--- src/rtl/ahblite_pkg.sv ---
// ahblite_pkg: definitions shared by the AHB-Lite matrix blocks.
//   - slot geometry: 16 slave slots, decoded from HADDR[31:28]
//   - HTRANS / HRESP encodings
//   - slot_decode(): address -> one-hot slot vector
package ahblite_pkg;

  localparam int NUM_SLOTS = 16;
  localparam int SLOT_MSB  = 31;
  localparam int SLOT_LSB  = 28;

  typedef enum logic [1:0] {
    HTRANS_IDLE   = 2'b00,
    HTRANS_BUSY   = 2'b01,
    HTRANS_NONSEQ = 2'b10,
    HTRANS_SEQ    = 2'b11
  } htrans_t;

  localparam logic HRESP_OKAY  = 1'b0;
  localparam logic HRESP_ERROR = 1'b1;

  // One-hot slot vector for an address; enable masking is left to the caller.
  function automatic logic [NUM_SLOTS-1:0] slot_decode(input logic [31:0] addr);
    logic [NUM_SLOTS-1:0] oh;
    oh = '0;
    oh[addr[SLOT_MSB:SLOT_LSB]] = 1'b1;
    return oh;
  endfunction

endpackage

--- src/rtl/ahblite_default_slave.sv ---
// ahblite_default_slave: answers an unmapped address phase with the
// two-cycle AHB ERROR response (ERR1: wait + ERROR, ERR2: ready + ERROR).
//   HCLK, HRESETN  clock, synchronous active-low reset
//   start          unmapped active transfer accepted this cycle
//   hready, hresp  data-phase ready / response of the default slave
module ahblite_default_slave
  import ahblite_pkg::*;
(
  input  logic HCLK,
  input  logic HRESETN,
  input  logic start,
  output logic hready,
  output logic hresp
);

  localparam logic [1:0] DS_IDLE = 2'd0;
  localparam logic [1:0] DS_ERR1 = 2'd1;
  localparam logic [1:0] DS_ERR2 = 2'd2;

  logic [1:0] state_q, state_d;

  always_comb begin
    // NOTE: every always_comb output gets a default first so no path can infer a latch.
    state_d = DS_IDLE;
    case (state_q)
      DS_IDLE: state_d = start ? DS_ERR1 : DS_IDLE;
      DS_ERR1: state_d = DS_ERR2;
      // ERR2 completes the error, so the master may already issue a new
      // (possibly again unmapped) address in this cycle.
      DS_ERR2: state_d = start ? DS_ERR1 : DS_IDLE;
      default: state_d = DS_IDLE;
    endcase
  end

  always_ff @(posedge HCLK) begin
    // NOTE: sequential state uses non-blocking assignment only.
    if (!HRESETN) state_q <= DS_IDLE;
    else          state_q <= state_d;
  end

  assign hready = (state_q != DS_ERR1);
  assign hresp  = (state_q != DS_IDLE) ? HRESP_ERROR : HRESP_OKAY;

endmodule

--- src/rtl/ahblite_master_stage.sv ---
// ahblite_master_stage: per-master front end of the 4x16 AHB-Lite matrix.
//   HADDR_M..HMASTLOCK_M, HWDATA_M  master address/data phase inputs
//   HREADY_M, HRESP_M, HRDATA_M     responses back to the master
//   GATEDH*, GATEDHWDATA            address/control/data to all slave stages
//   SADDRSEL / SDATASEL             one-hot address- / data-phase slot selects
//   SPREVDATASLAVEREADY             copy of HREADY_M for the slave stages
//   SADDRREADY, SDATAREADY, SHRESP  per-slot grant / ready / response
//   HRDATA_S                        per-slot read data, slot s at [32s+31:32s]
// A mapped address not granted by its slave stage is parked in hold
// registers and the master is stalled until the grant arrives.
module ahblite_master_stage
  import ahblite_pkg::*;
#(
  parameter logic [NUM_SLOTS-1:0] SLAVE_EN = 16'hFFFF
) (
  input  logic                   HCLK,
  input  logic                   HRESETN,
  input  logic [31:0]            HADDR_M,
  input  logic [1:0]             HTRANS_M,
  input  logic [2:0]             HSIZE_M,
  input  logic [2:0]             HBURST_M,
  input  logic                   HWRITE_M,
  input  logic                   HMASTLOCK_M,
  input  logic [31:0]            HWDATA_M,
  output logic                   HREADY_M,
  output logic                   HRESP_M,
  output logic [31:0]            HRDATA_M,
  output logic [31:0]            GATEDHADDR,
  output logic [1:0]             GATEDHTRANS,
  output logic [2:0]             GATEDHSIZE,
  output logic [2:0]             GATEDHBURST,
  output logic                   GATEDHWRITE,
  output logic                   GATEDHMASTLOCK,
  output logic [31:0]            GATEDHWDATA,
  output logic [NUM_SLOTS-1:0]   SADDRSEL,
  output logic [NUM_SLOTS-1:0]   SDATASEL,
  output logic                   SPREVDATASLAVEREADY,
  input  logic [NUM_SLOTS-1:0]   SADDRREADY,
  input  logic [NUM_SLOTS-1:0]   SDATAREADY,
  input  logic [NUM_SLOTS-1:0]   SHRESP,
  input  logic [32*NUM_SLOTS-1:0] HRDATA_S
);

  logic                 held_q, held_d;
  logic [NUM_SLOTS-1:0] data_sel_q, data_sel_d;
  logic [31:0]          addr_q;
  logic [1:0]           trans_q;
  logic [2:0]           size_q, burst_q;
  logic                 write_q, lock_q;

  logic [NUM_SLOTS-1:0] sel_oh, grant;
  logic                 active, mapped, any_grant, capture, ds_start;
  logic                 dp_ready, dp_resp, ds_hready, ds_hresp, hready;
  logic [31:0]          rdata;

  // Address source: the parked address while held, otherwise the live master bus.
  assign GATEDHADDR     = held_q ? addr_q  : HADDR_M;
  assign GATEDHTRANS    = held_q ? trans_q : HTRANS_M;
  assign GATEDHSIZE     = held_q ? size_q  : HSIZE_M;
  assign GATEDHBURST    = held_q ? burst_q : HBURST_M;
  assign GATEDHWRITE    = held_q ? write_q : HWRITE_M;
  assign GATEDHMASTLOCK = held_q ? lock_q  : HMASTLOCK_M;
  assign GATEDHWDATA    = HWDATA_M;

  assign sel_oh = slot_decode(GATEDHADDR) & SLAVE_EN;
  assign mapped = |sel_oh;
  assign active = GATEDHTRANS[1];

  // Data-phase mux driven by the one-hot data select (zero when no data phase).
  always_comb begin
    rdata    = '0;
    dp_ready = 1'b0;
    dp_resp  = 1'b0;
    for (int s = 0; s < NUM_SLOTS; s++) begin
      if (data_sel_q[s]) begin
        rdata    = rdata | HRDATA_S[32*s +: 32];
        dp_ready = dp_ready | SDATAREADY[s];
        dp_resp  = dp_resp | SHRESP[s];
      end
    end
  end

  assign hready   = (|data_sel_q) ? (dp_ready & ~held_q) : (ds_hready & ~held_q);
  assign HREADY_M = hready;
  assign HRESP_M  = (|data_sel_q) ? dp_resp : ds_hresp;
  assign HRDATA_M = rdata;
  assign SDATASEL = data_sel_q;
  assign SPREVDATASLAVEREADY = hready;

  // Reset gates the select so no slave stage sees a request during reset.
  assign SADDRSEL  = sel_oh & {NUM_SLOTS{active & (held_q | hready) & HRESETN}};
  assign grant     = SADDRSEL & SADDRREADY;
  assign any_grant = |grant;

  // A presented-but-ungranted request is (or stays) held; a fresh one is captured.
  assign held_d   = (|SADDRSEL) & ~any_grant;
  assign capture  = held_d & ~held_q;
  assign ds_start = hready & active & ~mapped;

  always_comb begin
    data_sel_d = data_sel_q;
    if (any_grant)   data_sel_d = sel_oh;
    else if (hready) data_sel_d = '0;
  end

  always_ff @(posedge HCLK) begin
    if (!HRESETN) begin
      held_q     <= 1'b0;
      data_sel_q <= '0;
      addr_q     <= '0;
      trans_q    <= '0;
      size_q     <= '0;
      burst_q    <= '0;
      write_q    <= 1'b0;
      lock_q     <= 1'b0;
    end else begin
      held_q     <= held_d;
      data_sel_q <= data_sel_d;
      if (capture) begin
        addr_q  <= HADDR_M;
        trans_q <= HTRANS_M;
        size_q  <= HSIZE_M;
        burst_q <= HBURST_M;
        write_q <= HWRITE_M;
        lock_q  <= HMASTLOCK_M;
      end
    end
  end

  ahblite_default_slave u_default_slave (
    .HCLK    (HCLK),
    .HRESETN (HRESETN),
    .start   (ds_start),
    .hready  (ds_hready),
    .hresp   (ds_hresp)
  );

endmodule

--- config.mk ---
export PLATFORM = sky130hd
export DESIGN_NAME = ahblite_master_stage
export DESIGN_NICKNAME = d
export VERILOG_FILES = /design/src/rtl/ahblite_pkg.sv /design/src/rtl/ahblite_default_slave.sv /design/src/rtl/ahblite_master_stage.sv
export SDC_FILE = /design/constraint.sdc
export NUM_CORES = 1
export LEC_CHECK = 0
export CAP_MARGIN = 20
export CORE_AREA = 2 2 302 304
export CTS_BUF_LIST = sky130_fd_sc_hd__clkbuf_8
export CTS_CLUSTER_DIAMETER = 80
export DETAILED_ROUTE_END_ITERATION = 7
export DIE_AREA = 0 0 304 306
export SLEW_MARGIN = 20
export SYNTH_ARGS = -nofsm -noshare
export SYNTH_HDL_FRONTEND = slang
export SYNTH_SLANG_ARGS = --single-unit
--- constraint.sdc ---
create_clock -name HCLK -period 3 [get_ports HCLK]
set_clock_uncertainty 0.15 [all_clocks]
set_input_delay 0.75 -clock HCLK [delete_from_list [all_inputs] [get_ports HCLK]]
set_output_delay 0.75 -clock HCLK [all_outputs]
set_load 0.05 [all_outputs]
==> results.md <==
* Die area at ~93,000 µm²
* First-pass GRT wire length at 118,000 µm
* Vias per inst at a little over 4
* Failing checks: setup timing
* Final setup fails at 48
* H-tree depth at 3
* Detail Route Antenna Nets at 0
* Final Net Count at ~2,300
* Area after DPL at approximately 16,000 µm²
* Io pins at between 700 and 800
* Synth area leaders: dfxtp_1, a221oi_1, a22o_1
* Initial DRC count at approximately 930
* Wire per inst at 33.8 µm
* Global route overflow at 0
* Int Power at 2760 µW
* Static Leakage at ~0.0071 µW
* Global-route usage over all layers at between 10% and 20%
* Synthesized cell area at roughly 6400 µm²
* Crit-path slowest cell: a311o_2
* Commonest cells in the netlist: a221oi_1, a22o_1, nand2_1, dfxtp_1, inv_1
* Router iterations before antenna repair at 5
* Worst VDD drop at about 240 µV
* Outcome: finished with violations
* Psw at ~1600 µW
* Crit-path max cell delay at between 500 and 600 ps
* Initial core utilization at under 10%
* Final wirelength at about 96,000 µm
* Hold Crit Class: reg -> reg
* Hold slack at about 310 ps
* CP required at about 2100 ps
* Hold Fails Final Rpt at 0
* Pin count of the biggest net entering global routing at 76
* GP Congestion at about 0.92
* Clock slew at reported path FFs at about 90 ps
* RSZ-0062 raised after global routing: true
* Max-slew violations at 0
* Layout cells sized above 1 at between 20% and 30%
* Total clock sinks at just over 60
* Tmin final at approximately 3400 ps
* R2R setup slack at 100 ps
* Drt drc at 0
* Total power at 4330 µW
* Register share of total power at 20.8%
* Count leader, synth: a221oi_1
* Gate power share at a little under three fifths
* Vias in the first global route at about 12,000
* Worst Setup Path Type: reg -> out
* Sw Ratio at between 30% and 40%
* Synthesis-stage register bit count at 61
* Clock tree root buffer cell: clkbuf_8
* Crit share post-route at 112%
* Layout area overhead at 191%
* Clk buf depth at 2
* Routed via count at approximately 11,000
* Worst-Margin Slew at around 560 ps
* Max-Cap Viols at 0
* PwrDens at between 200 and 250 nW/µm²
* CP cell instances: nor4_2 > nand4_1 > buf_6 > or2_4 > a311o_2 > nor2_4 > buf_8
* Mapped Nets at about 1,500
* Sequential-to-total area share from yosys stat at 19.1%
* CTS tree: built
* Synth area leader: dfxtp_1
* Crit Path Max Fanout at 5
* Core Area at ~90,000 µm²
* Critical Path AT at roughly 2500 ps
* Ys flop type: dfxtp_1
* Worst Setup End Kind: output port
* Count of cell types in the netlist at 50
* Worst rel slew slack at a little over three fifths
* Final instance area at between 15,000 and 20,000 µm²
* Mapped Cells at approximately 830
* EDFF count, synth at 0
* Final HPWL DP at 75,400 µm
* Mean Syn Cell Area at 7.74 µm²
* Pre-CTS WS at -908 ps
* Die Span Y at between 300 and 400 µm
* Finished Layout Cells at about 2,800
* Initial antenna violation count at 78
* Startpoint Class: register
* Die span in x at approximately 300 µm
* Hold-fix buffers, CTS at 0
* Yosys warnings at 0
* Worst-Skew Late Latency at around 400 ps
* Cell Rows at 110
* Placed cell count at about 2,700
* Port buffer count at ~710
* Num CTS Buffers at 9
* FFs w/ async S/R, synth at 0%
* Clock power share at 22.4%
* Setup ws final at -364 ps
* Fmax at a little under 300 MHz
* Share of the synthesized area in the top cell type at a little under a fifth
routing by layer:
metal | track usage, % | routed length (µm) | part of all wire, % | vias to the layer above
li1 | - | - | - | 4918
met4 | 9.51 | 5270 | 5.5 | 38
met1 | 23.0 | 38100 | 40 | 5461
met5 | 0 | 263 | 0.28 | -
met3 | 7.53 | 9780 | 10 | 189
met2 | 30.3 | 42100 | 44 | 800
kinds of logic after synthesis:
family | count (synthesis) | synth area share (%)
buffers and inverters | 179 | 13.9
DFF | 61 | 19.1
and+or+nand+nor | 186 | 13.9
other | 1 | 0.0586
AOI/OAI and AO/OA | 358 | 46.5
muxes | 42 | 6.59
placed cells by master, fill, tap and decap left out, types with 14 or more instances in the layout:
| master | n |
|---|---|
| mux2i_1 | 41 |
| buf_4 | 125 |
| a221oi_1 | 53 |
| dfxtp_4 | 15 |
| o21ai_0 | 42 |
| dfxtp_1 | 44 |
| a22o_1 | 119 |
| clkdlybuf4s50_1 | 579 |
| buf_12 | 92 |
| buf_16 | 15 |
| diode_2 | 28 |
| nor2_4 | 16 |
| nand2_1 | 101 |
| nand4_1 | 34 |
| a221oi_2 | 71 |
| inv_1 | 58 |
| a22o_4 | 14 |
| buf_6 | 51 |
| dlygate4sd2_1 | 21 |
worst paths after layout:
path / start / end / cells past startpoint
max: SDATASEL[3] / SADDRSEL[4] / 7
min: addr_q[15] / addr_q[15] / 2
max reg2reg: SDATASEL[0] / addr_q[7] / 12
min reg2reg: addr_q[15] / addr_q[15] / 2
registers in the layout, indices dropped and copies added (netlist names):
register / cells
SDATASEL: 16
addr_q: 32
burst_q: 3
held_q: 1
lock_q: 1
size_q: 3
trans_q: 2
u_default_slave.state_q: 2
write_q: 1
repair_timing:
action,4_1_cts,5_1_grt
cloned,9,3
setup endpoints to repair,106,87
gates resized for setup,240,62
setup buffers,34,14
pin swaps,77,29
cell type report:
cell class	instances	area (µm²)
clock inverter	7	115
sequential	61	1280
tap	1176	1470
clock buffer	9	124
timing repair buffer	902	10100
multi-input combinational	587	5280
fill	9870	71000
antenna	28	70.1
inverter	58	221
power by group through the flow:
stage                     registers, µW  clock network [µW]  logic, µW
after CTS                           901                 993       2400
final                               902                 970       2460
after detailed placement            919                   0       2290
after global routing                911                1020       2550
after floorplan                     923                   0        881
after global placement              917                   0       2280
worst max-delay path: cells and delay by family, from the launching register on:
kind	cells	cell delay, ps
compound gates	1	540
buf+inv	2	310
flops	1	360
simple gates	4	850
stage by stage:
step           utilization, %  setup TNS, ps
2_1_floorplan               -          -32.2
3_3_place_gp             18.1         -48370
3_5_place_dp             18.1         -49930
4_1_cts                  20.2          -8720
5_1_grt                  20.8         -11430
6_report                 20.8          -7830
No activity file was read; power rests on OpenSTA's default activity.
